<file path="src/rtl/pyc_pkg.sv">
// Shared definitions for the pyc credit-flow library.
// Latency: n/a (package only).
// Backpressure: n/a (package only).
package pyc_pkg;

    // Width needed to hold every value from 0 up to and including n.
    function automatic int pyc_cnt_w(input int n);
        return $clog2(n + 1);
    endfunction

endpackage

</file>
<file path="src/rtl/pyc_credit_counter.sv">
// Saturating up/down credit counter with zero/full decode and an overflow pulse.
// Latency: count updates one cycle after inc/dec; zero/full follow count, ovf_pulse is combinational.
// Backpressure: none; an inc at MAX without a dec is dropped and flagged on ovf_pulse.
module pyc_credit_counter
    import pyc_pkg::*;
#(
    parameter int MAX  = 2,
    parameter int INIT = 2
) (
    input  logic                      clk,
    input  logic                      rst,
    input  logic                      inc,
    input  logic                      dec,
    output logic [pyc_cnt_w(MAX)-1:0] count,
    output logic                      zero,
    output logic                      full,
    output logic                      ovf_pulse
);

    localparam int W = pyc_cnt_w(MAX);
    localparam logic [W-1:0] MAX_C  = W'(MAX);
    localparam logic [W-1:0] INIT_C = W'(INIT);

    logic [W-1:0] count_q;
    logic [W-1:0] count_d;
    logic         ovf;

    // Next count: simultaneous inc and dec cancel; saturate at both ends.
    always_comb begin
        count_d = count_q;
        ovf     = 1'b0;
        if (inc && !dec) begin
            if (count_q == MAX_C) begin
                ovf = 1'b1;
            end else begin
                count_d = count_q + 1'b1;
            end
        end else if (dec && !inc) begin
            if (count_q != '0) begin
                count_d = count_q - 1'b1;
            end
        end
    end

    // Count register; reset reloads the initial value.
    always_ff @(posedge clk) begin
        if (rst) begin
            count_q <= INIT_C;
        end else begin
            count_q <= count_d;
        end
    end

    // The count must never exceed its ceiling.
    always_ff @(posedge clk) begin
        if (!rst) begin
            assert (count_q <= MAX_C)
            else $error("pyc_credit_counter: count %0d exceeds %0d", count_q, MAX);
        end
    end

    assign count     = count_q;
    assign zero      = (count_q == '0);
    assign full      = (count_q == MAX_C);
    assign ovf_pulse = ovf;

endmodule

</file>
<file path="src/rtl/pyc_credit_tx.sv">
// Credit-based transmitter: forwards a ready/valid stream onto a valid-only link into a remote FIFO.
// Latency: 1 cycle from accepted beat to tx_valid/tx_data.
// Backpressure: in_ready drops when credits reach zero; it is decoded from registered state only.
module pyc_credit_tx
    import pyc_pkg::*;
#(
    parameter int WIDTH   = 1,
    parameter int CREDITS = 2
) (
    input  logic                          clk,
    input  logic                          rst,
    input  logic                          in_valid,
    output logic                          in_ready,
    input  logic [WIDTH-1:0]              in_data,
    output logic                          tx_valid,
    output logic [WIDTH-1:0]              tx_data,
    input  logic                          credit_in,
    output logic [pyc_cnt_w(CREDITS)-1:0] credits,
    output logic                          idle,
    output logic                          credit_err
);

    // A zero-depth remote buffer could never accept anything.
    if (CREDITS < 1) begin : g_bad_credits
        $fatal(1, "pyc_credit_tx: CREDITS must be >= 1");
    end

    logic             send;
    logic             cnt_zero;
    logic             cnt_full;
    logic             cnt_ovf;

    logic             tx_valid_q;
    logic             tx_valid_d;
    logic [WIDTH-1:0] tx_data_q;
    logic [WIDTH-1:0] tx_data_d;
    logic             credit_err_q;
    logic             credit_err_d;

    // Each send consumes a credit, each returned pulse restores one.
    pyc_credit_counter #(
        .MAX  (CREDITS),
        .INIT (CREDITS)
    ) u_credit_counter (
        .clk       (clk),
        .rst       (rst),
        .inc       (credit_in),
        .dec       (send),
        .count     (credits),
        .zero      (cnt_zero),
        .full      (cnt_full),
        .ovf_pulse (cnt_ovf)
    );

    assign in_ready = !cnt_zero;
    assign send     = in_valid && in_ready;

    // Output beat and sticky error next-state; data holds when nothing is sent.
    always_comb begin
        tx_valid_d   = send;
        tx_data_d    = tx_data_q;
        credit_err_d = credit_err_q | cnt_ovf;
        if (send) begin
            tx_data_d = in_data;
        end
    end

    // Output stage and error flag; reset drops any beat in flight.
    always_ff @(posedge clk) begin
        if (rst) begin
            tx_valid_q   <= 1'b0;
            tx_data_q    <= '0;
            credit_err_q <= 1'b0;
        end else begin
            tx_valid_q   <= tx_valid_d;
            tx_data_q    <= tx_data_d;
            credit_err_q <= credit_err_d;
        end
    end

    assign tx_valid   = tx_valid_q;
    assign tx_data    = tx_data_q;
    assign credit_err = credit_err_q;
    assign idle       = cnt_full && !tx_valid_q;

endmodule
</file>
<file path="config.mk">
export PLATFORM = sky130hd
export DESIGN_NAME = pyc_credit_tx
export DESIGN_NICKNAME = d
export VERILOG_FILES = /design/src/rtl/pyc_pkg.sv /design/src/rtl/pyc_credit_counter.sv /design/src/rtl/pyc_credit_tx.sv
export SDC_FILE = /design/constraint.sdc
export NUM_CORES = 1
export LEC_CHECK = 0
export CAP_MARGIN = 10
export CORE_AREA = 2 2 39 41
export CTS_CLUSTER_SIZE = 12
export DETAILED_ROUTE_END_ITERATION = 10
export DIE_AREA = 0 0 41 43
export PLACE_DENSITY = 0.5
export REMOVE_ABC_BUFFERS = 1
export SYNTH_ARGS = -nofsm -noshare
export SYNTH_HDL_FRONTEND = slang
export SYNTH_SLANG_ARGS = --single-unit
</file>
<file path="constraint.sdc">
create_clock -name clk -period 2.65 [get_ports clk]
set_clock_uncertainty 0.05 [all_clocks]
set_input_delay 0.265 -clock clk [delete_from_list [all_inputs] [get_ports clk]]
set_output_delay 0.265 -clock clk [all_outputs]
set_load 0.05 [all_outputs]
</file>
# Yosys cells after proc, flatten, opt, wreduce, memory -nomap -nowiden
# Index checks and enable logic that the tools add are counted.
# totals
input_bits	5
out_inout_bits	7
regBits	5
wordCells	28
# op_classes
reduce_logical	13
muxes	6
eq_ne	2
n_addsub	2
bitwise_logic	1
# ops
op	n
$mux 2	4
$reduce_bool 2->1	3
$logic_and 1x1->1	4
$logic_not 1->1	4
$reduce_and 3->1	1
$add 2x1->2 const B	1
$eq 2x2->1 const B	1
$logic_not 2->1	1
$mux 1	2
$ne 2x2->1 const B	1
$sub 2x1->2 const B	1
$or 1x1->1	1

# Depth between registers and ports, before layout
# Gate-level depths: netlist of the first run.
# depth
ltp_word	7
depth_mapped	5

# Hierarchy
# A second synthesis of the first run with hierarchy kept.
# unflattened
hier_cells	27
area_unflattened_um2	256.5
# by_module_without_submodules
mod	area_per_inst_um2	instances	cells_each	seq_area_each_um2
pyc_credit_counter	135.1	1	15	40.0
pyc_credit_tx	121.4	1	12	60.1

# Worst setup path after synthesis of the first run
# No wires, ideal clock.
# synth_path
kind	register -> output
start	reg u_credit_counter.count_q[1] (netlist: u_credit_counter.count[1])
end	out idle
setup_slack_ps	371
n_path_buf	0
stages_incl_launch_ff	2
arrival_time_ps	1964
cell_sequence	dfxtp_1 nor3b_1
# synth_between
elab_chain_len	2
# synth_lines
element	line	source
start: declaration	pyc_credit_counter.sv:24	logic [W-1:0] count_q;
start signal: assignment	pyc_credit_counter.sv:50	count_q <= count_d;
$eq 2x2->1	pyc_credit_counter.sv:64	assign full = (count_q == MAX_C);
$logic_and 1x1->1	pyc_credit_tx.sv:84	assign idle = cnt_full && !tx_valid_q;
end: declaration	pyc_credit_tx.sv:19	output logic idle,
# Every way passes these cells.

# Worst setup path after layout of the first run
# Ends and elaborated chain as after synthesis.

==> results of run 1 <==
-- path summary, 6_finish.rpt --
kind	start	to	slack [ps]
setup / recovery	u_credit_counter.count[1]	idle	610
hold / removal	credit_err	credit_err	400
hold reg to reg	credit_err	credit_err	400
setup reg to reg	u_credit_counter.count[0]	u_credit_counter.count[1]	1180
-- layout by cell type, fill, tap and decap left out --
cell type and n:
sky130_fd_sc_hd__nand3_1 1, sky130_fd_sc_hd__clkdlybuf4s50_1 11, sky130_fd_sc_hd__nand2_1 1, sky130_fd_sc_hd__nand3b_1 1, sky130_fd_sc_hd__ha_1 1, sky130_fd_sc_hd__mux2i_1 1
sky130_fd_sc_hd__clkbuf_4 3, sky130_fd_sc_hd__o21ai_2 1, sky130_fd_sc_hd__o21ai_1 1, sky130_fd_sc_hd__nor3b_1 2, sky130_fd_sc_hd__or2_2 1, sky130_fd_sc_hd__inv_1 1
sky130_fd_sc_hd__dfxtp_1 5, sky130_fd_sc_hd__a21oi_1 3, sky130_fd_sc_hd__o21ai_0 1, sky130_fd_sc_hd__nor2_1 3, sky130_fd_sc_hd__and2b_1 1, sky130_fd_sc_hd__nor2b_1 1
sky130_fd_sc_hd__clkbuf_1 1
-- flip-flops by register name (all words and copies together) (netlist names) --
name,flops
tx_data,1
credit_err,1
u_credit_counter.count,2
tx_valid,1
-- kinds of logic after synthesis --
logic type | after synthesis
flip-flops | 5
multiplexers | 1
AND/OR/NAND/NOR | 11
buffers and inverters | 1
AO/OA/AOI/OAI | 6
adder cells (fa/ha/maj) | 1
-- layer usage --
metal	wire length (um)	global-route usage, %	part of all wire (%)
met5	0	0	0
met3	55	5.24	11
met4	0	6.00	0
met1	233	8.71	48
met2	200	6.56	41
-- power breakdown --
part	switching (mW)	total, mW	internal, mW	leakage, nW
Clock	0.0316	0.0885	0.0570	0.0150
Sequential	0.0128	0.0986	0.0858	0.0414
Combinational	0.0856	0.138	0.0519	0.0877
Total	0.130	0.325	0.195	0.144
-- worst register-to-register path, cell delays in order, from the launching register on --
cell	delay (ps)
sky130_fd_sc_hd__dfxtp_1	370
sky130_fd_sc_hd__o21ai_2	240
sky130_fd_sc_hd__ha_1	240
sky130_fd_sc_hd__and2b_1	200
sky130_fd_sc_hd__o21ai_0	150
sky130_fd_sc_hd__nand3_1	90
-- per-stage QoR --
stage          util, %  worst slack (ps)  area, um2  instances
5_1_grt           27.4               491        379         56
2_1_floorplan        -               371        223         25
3_5_place_dp      25.5               838        353         52
3_3_place_gp      25.5               844        353         52
6_report          27.4               607        379         56
4_1_cts           27.4               574        379         56
-- final cells by class --
cell class / count / area, um2 / share of cell area (%)
repair buffers: 11 / 110 / 29.0
flip-flops and latches: 5 / 100 / 26.4
multi-input cells: 19 / 119 / 31.4
well taps: 16 / 20.0 / 5.28
clock buffers: 4 / 26.3 / 6.93
inverters: 1 / 3.75 / 0.990
==> reports/summary.log, run 1 <==
INFO  outcome        status=finished clean
INFO  timing         number_of_setup_violations_in_the_final_report=0
INFO  critical_path  reg2reg_depth=5
INFO  yosys          ys_warns=0
INFO  yosys          synthesis_stage_register_bit_count=5
INFO  critical_path  slowest_cp_cell=sky130_fd_sc_hd__clkdlybuf4s50_1
INFO  yosys          synth-compound-area-share=15.2%
INFO  critical_path  slowest_delay=830ps
INFO  clocking       cts.clk_slew.worst_paths=40ps
INFO  yosys          synthDistinctLibCells=16
INFO  critical_path  path_delay_family=buffers and inverters
INFO  grt            grt_pass1_vias=185
INFO  hold_path      worstHoldPathType=reg -> reg
INFO  timing         fin_tns_setup=0ps
INFO  grt            gr-total-overflow=0
INFO  grt            grt_antenna_before_repair=0
INFO  clocking       cts_made_buffers=3
INFO  yosys          synth.most_common_cell=sky130_fd_sc_hd__dfxtp_1
INFO  yosys          post_synth_and_or_nand_nor_area_fraction=28.1%
INFO  timing         hold_violations=0
INFO  yosys          synth_top_family_by_area=simple AND/OR/NAND/NOR gates
INFO  critical_path  crit_path_required_time=2340ps
INFO  cells_and_area area_growth=70.2%
INFO  route          viasPerCell=3.96
INFO  yosys          yosys-top-cells-count=sky130_fd_sc_hd__dfxtp_1, sky130_fd_sc_hd__a21oi_1, sky130_fd_sc_hd__nor2_1, sky130_fd_sc_hd__nor3b_1
INFO  yosys          yosysTopAreaCellShare=44.9%
INFO  yosys          synth_mux_area_share=4.49%
INFO  route          vias=222
INFO  cells_and_area layout-drive-gt1-share=12.5%
INFO  hold_path      whs_path_depth=2
INFO  placed_design  place_hpwl=366um
INFO  timing         post-route-period-util=77.1%
INFO  timing         fin_hold_ws=399ps
INFO  yosys          synth_area=223um2
INFO  critical_path  worst_setup_path_end_kind=output pin
INFO  die            die_x=41um
INFO  cells_and_area fill_cells=153
INFO  cells_and_area num-nets-final=47
INFO  die            floorplan.die.height=43um
INFO  power          power_density=856nW/um2
INFO  yosys          synth-edff-count=0
INFO  yosys          syn-mean-instance-area=8.91um2
INFO  placed_design  portBuffers=11
INFO  critical_path  crit_cells=2
INFO  clocking       clk-insertion-delay-late=240ps
INFO  die            floorplan.rows=14
INFO  clocking       clock_tree.htree_level_count=1
INFO  route          detail_route.first_pass.iterations=2
INFO  critical_path  critPathMaxFanout=9
INFO  route          initialDrtViolationCount=1
INFO  clocking       root_buffer=sky130_fd_sc_hd__clkbuf_4
INFO  yosys          yosys.area_share.adder=5.62%
INFO  grt            grt_start_max_net_pins=10
INFO  die            pin_count=12
INFO  timing         relSlewSlack=67.0%
INFO  clocking       cts_tree=built
INFO  clocking       post_cts.repair.setup_buffers=0
INFO  timing         fmaxAchievable=490MHz
INFO  yosys          synth_area_leaders=sky130_fd_sc_hd__dfxtp_1, sky130_fd_sc_hd__a21oi_1, sky130_fd_sc_hd__nor3b_1, sky130_fd_sc_hd__ha_1, sky130_fd_sc_hd__nor2_1
INFO  grt            grt_pass1_wl=724um
INFO  run            maxCapViolCount=0
INFO  route          drt-wirelength-per-cell=8.73um
INFO  route          drt_drc_violations_left=0
INFO  yosys          synth.yosys.seq_area_share=44.9%
INFO  yosys          synth_top_flop_cell=sky130_fd_sc_hd__dfxtp_1
INFO  power          power.total=0.325mW
INFO  timing         timing_max_transition_violations_final=0
INFO  cells_and_area n_antenna_cell=0
INFO  route          route.final.wire_length=489um
INFO  yosys          synth_largest_area_cell=sky130_fd_sc_hd__dfxtp_1
INFO  critical_path  worst_setup_path_start_kind=flop
INFO  grt            grt_usage=6.73%
INFO  timing         unrepaired_setup_endpoints_after_global_routing=false
INFO  power          irDropWorstVdd=0.247mV
INFO  power          power_leakage=0.144nW
INFO  placed_design  finalWeightedCongestion=0.626
INFO  yosys          ys_async_sr_fraction=0%
INFO  yosys          post_synthesis_share_of_cell_area_spent_on_xor_and_xnor_gates=0%
INFO  die            core_area=1380um2
INFO  clocking       cts.path.max_buffers=2
INFO  timing         worst_slew_pin_slew=493ps
INFO  die            die_area=1760um2
INFO  clocking       post_cts_resized=0
INFO  clocking       cts.sink_count=5
INFO  die            start_util=16.1%
INFO  timing         final_period_minus_worst_setup_slack=2040ps
INFO  critical_path  criticalPathCategory=reg -> out
INFO  critical_path  cp_cell_sequence=nor3b_1 > clkdlybuf4s50_1
INFO  critical_path  critical_path.n_buffers_inverters=1
INFO  critical_path  cp_data_arrival_time=1730ps
INFO  clocking       cts.hold.buffers_added=0
INFO  route          antenna_left=0
INFO  yosys          syn-instance-count=25
Power figures use the tool's default switching activity.
==> run 2, diff against run 1 <==
==> constraint.sdc (replaced) <==
create_clock -name clk -period 1.95 [get_ports clk]
set_clock_uncertainty 0.05 [all_clocks]
set_input_delay 0.195 -clock clk [delete_from_list [all_inputs] [get_ports clk]]
set_output_delay 0.195 -clock clk [all_outputs]
set_load 0.05 [all_outputs]
==> run 2 against run 1 <==
Net effect: count of clock-buffer cells in the layout stayed put; sequential share of layout area is 0.35 points higher; worst setup slack worse by 450 ps; critical path type unchanged; critical endpoint is now credits[1]; largest power group unchanged.
==> reports/summary.log, run 2 (synthesis gave the netlist of run 1 again) <==
INFO  cells_and_area mostFrequentLayoutCell=sky130_fd_sc_hd__clkdlybuf4s50_1 [unchanged]
INFO  route          drt-wirelength-per-cell=8.80um [was 8.73 um]
INFO  timing         final_period_minus_worst_setup_slack=1800ps
INFO  cells_and_area multiInputGateArea=119um2 [unchanged]
INFO  hold_path      whs_path_depth=2 [unchanged]
INFO  power          power_leakage=0.145nW [was 0.144 nW]
INFO  grt            grt_antenna_before_repair=0 [unchanged]
INFO  clocking       cts_made_buffers=3 [unchanged]
INFO  critical_path  crit_path_required_time=1700ps [was 2340 ps]
INFO  run            maxCapViolCount=0 [unchanged]
INFO  clocking       clk-insertion-delay-late=240ps [about the same]
INFO  critical_path  critical_path.n_buffers_inverters=1 [unchanged]
INFO  hold_path      worstHoldPathType=reg -> reg [unchanged]
INFO  cells_and_area layout-drive-gt1-share=17.5% [was 12.5%]
INFO  die            die_x=41um [unchanged]
INFO  route          initialDrtViolationCount=3 [was 1]
INFO  die            core_area=1380um2 [unchanged]
INFO  die            die_area=1760um2 [unchanged]
INFO  cells_and_area num-nets-final=47 [unchanged]
INFO  cells_and_area highest_count_cells_in_the_layout_ignoring_fill_and_taps=sky130_fd_sc_hd__clkdlybuf4s50_1, sky130_fd_sc_hd__dfxtp_1, sky130_fd_sc_hd__nor2_1, sky130_fd_sc_hd__a21oi_1, sky130_fd_sc_hd__clkbuf_4 [unchanged]
INFO  clocking       root_buffer=sky130_fd_sc_hd__clkbuf_4 [unchanged]
INFO  timing         fmaxAchievable=557MHz
INFO  power          sw_frac_of_total=40.1% [was 40.0%]
INFO  die            start_util=16.1% [unchanged]
INFO  clocking       cts_tree=built [unchanged]
INFO  critical_path  path_delay_family=buffers and inverters [unchanged]
INFO  timing         unrepaired_setup_endpoints_after_global_routing=false [unchanged]
INFO  critical_path  criticalPathCategory=reg -> out [unchanged]
INFO  clocking       post_cts.repair.setup_buffers=0 [unchanged]
INFO  clocking       cts.clk_slew.worst_paths=40ps [about the same]
INFO  critical_path  slowest_cp_cell=sky130_fd_sc_hd__clkdlybuf4s50_1 [unchanged]
INFO  clocking       cts.path.max_buffers=2 [unchanged]
INFO  critical_path  cp_cell_sequence=clkdlybuf4s50_1 [was nor3b_1 > clkdlybuf4s50_1]
INFO  placed_design  finalWeightedCongestion=0.619 [was 0.626]
INFO  placed_design  portBuffers=11 [unchanged]
INFO  power          power.total=0.436mW [was 0.325 mW]
INFO  critical_path  worst_setup_path_end_kind=output pin [unchanged]
INFO  grt            grt_start_max_net_pins=10 [unchanged]
INFO  critical_path  critPathMaxFanout=9 [unchanged]
INFO  timing         timing_max_transition_violations_final=0 [unchanged]
INFO  route          detail_route.first_pass.iterations=4 [was 2]
INFO  timing         post-route-period-util=92.1%
INFO  cells_and_area fill_cells=153 [unchanged]
INFO  critical_path  cp_data_arrival_time=1550ps [was 1730 ps]
INFO  hold_path      hold_path_end=credit_err [unchanged]
INFO  timing         worst_slew_pin_slew=493ps [about the same]
INFO  timing         relSlewSlack=67.0% [about the same]
INFO  grt            gr-total-overflow=0 [unchanged]
INFO  cells_and_area ff_latch_area=100um2 [unchanged]
INFO  power          internal-power=0.261mW [was 0.195 mW]
INFO  cells_and_area max_reg_flops=2 [unchanged]
INFO  critical_path  crit_cells=1 [was 2]
INFO  critical_path  worst_setup_path_start_kind=flop [unchanged]
INFO  placed_design  dp_slack=366ps [was 838 ps]
INFO  timing         number_of_setup_violations_in_the_final_report=0 [unchanged]
INFO  route          vias=219 [was 222]
INFO  power          power.share.clock=26.8% [was 27.3%]
INFO  route          route.final.wire_length=493um [was 489 um]
INFO  die            floorplan.rows=14 [unchanged]
INFO  die            pin_count=12 [unchanged]
INFO  timing         layout_setup_ws=154ps [was 607 ps]
INFO  cells_and_area area_growth=68.0% [was 70.2%]
INFO  clocking       clock_tree.htree_level_count=1 [unchanged]
INFO  grt            grt_pass1_vias=194 [was 185]
INFO  timing         fin_tns_setup=0ps [unchanged]
INFO  critical_path  reg2reg_depth=5 [unchanged]
INFO  clocking       cts.hold.buffers_added=0 [unchanged]
INFO  die            floorplan.die.height=43um [unchanged]
INFO  clocking       post_cts_resized=0 [unchanged]
INFO  route          viasPerCell=3.91 [was 3.96]
INFO  outcome        status=finished clean [unchanged]
INFO  route          drt_drc_violations_left=0 [unchanged]
INFO  route          antenna_left=0 [unchanged]
INFO  critical_path  crit_reg_reg_startpoint=u_credit_counter.count[0] [unchanged]
INFO  critical_path  critical_path.reg2reg.endpoint=u_credit_counter.count[1] [unchanged]
INFO  critical_path  worst-r2r-setup-slack=470ps [was 1180 ps]
INFO  clocking       cts.sink_count=5 [unchanged]
INFO  critical_path  slowest_delay=850ps [was 830 ps]
INFO  grt            grt_usage=6.84% [was 6.73%]
INFO  power          p_seq_share=30.9% [was 30.4%]
INFO  timing         hold_violations=0 [unchanged]
INFO  grt            grt_pass1_wl=779um [was 724 um]
INFO  power          power.net_switching=0.175mW [was 0.130 mW]
INFO  power          irDropWorstVdd=0.463mV [was 0.247 mV]
INFO  power          power_density=1170nW/um2 [was 856 nW/um2]
INFO  cells_and_area n_antenna_cell=0 [unchanged]
INFO  power          comb_power_share=42.3% [was 42.4%]
INFO  hold_path      worst_min_path_start=credit_err [unchanged]
[run 2: worst reg2reg max path, delay by kind of cell (launching register included)]
kind / cells / cell delay (ps)
fa+ha+maj: 1 / 230
simple gates: 2 / 290
flops: 1 / 370
compound gates: 2 / 410
[run 2: stage by stage]
step	instances	util, %	area (um2)	hold WS, ps
after floorplan	25	-	223	214
after global placement	52	25.1	348	390
after detailed placement	52	25.1	348	389
after CTS	56	27.0	374	399
after global routing	56	27.0	374	424
final	56	27.0	374	395
[run 2: how the worst max path moves through the flow]
| stage | start | end | slack, ps |
|---|---|---|---|
| floorplan | u_credit_counter.count[1] | idle | -260 |
| finish | u_credit_counter.count[1] | credits[1] | 150 |
| CTS | u_credit_counter.count[1] | credits[1] | 140 |
| global route | u_credit_counter.count[1] | credits[1] | 70 |
| global placement | in_valid | u_credit_counter.count[1] | 350 |
| detailed placement | in_valid | u_credit_counter.count[1] | 370 |
[run 2: power by group through the flow]
| stage | combinational, mW | clock [mW] | sequential, mW |
|---|---|---|---|
| final | 0.185 | 0.117 | 0.135 |
| after global routing | 0.200 | 0.129 | 0.137 |
| after CTS | 0.186 | 0.123 | 0.135 |
| after detailed placement | 0.186 | 0 | 0.136 |
| after global placement | 0.186 | 0 | 0.136 |
| after floorplan | 0.0797 | 0 | 0.182 |
[run 2: final cells by class]
cell class	count	share of cell area [%]
Timing Repair Buffer	11	28.1
Inverter	1	1.00
Sequential cell	5	26.8
Tap cell	16	5.35
Clock buffer	4	7.02
Multi-Input combinational cell	19	31.8
[run 2: metal layers]
| layer | global-route usage (%) | part of all wire (%) | wire length, um | vias to the layer above |
|---|---|---|---|---|
| met3 | 4.71 | 11 | 53 | 0 |
| met5 | 0 | 0 | 0 | - |
| met2 | 8.44 | 38 | 186 | 10 |
| met1 | 9.39 | 51 | 252 | 94 |
| met4 | 2.00 | 0 | 0 | 0 |
| li1 | - | - | - | 115 |
==> run 3, diff against run 2 <==
--- a/config.mk
+++ b/config.mk
@@ -12,6 +12,7 @@
 export DIE_AREA = 0 0 41 43
 export PLACE_DENSITY = 0.5
 export REMOVE_ABC_BUFFERS = 1
+export SLEW_MARGIN = 10
 export SYNTH_ARGS = -nofsm -noshare
 export SYNTH_HDL_FRONTEND = slang
 export SYNTH_SLANG_ARGS = --single-unit
==> results of run 3 <==
The final DEF is identical to that of run 2; final timing and power are the same.
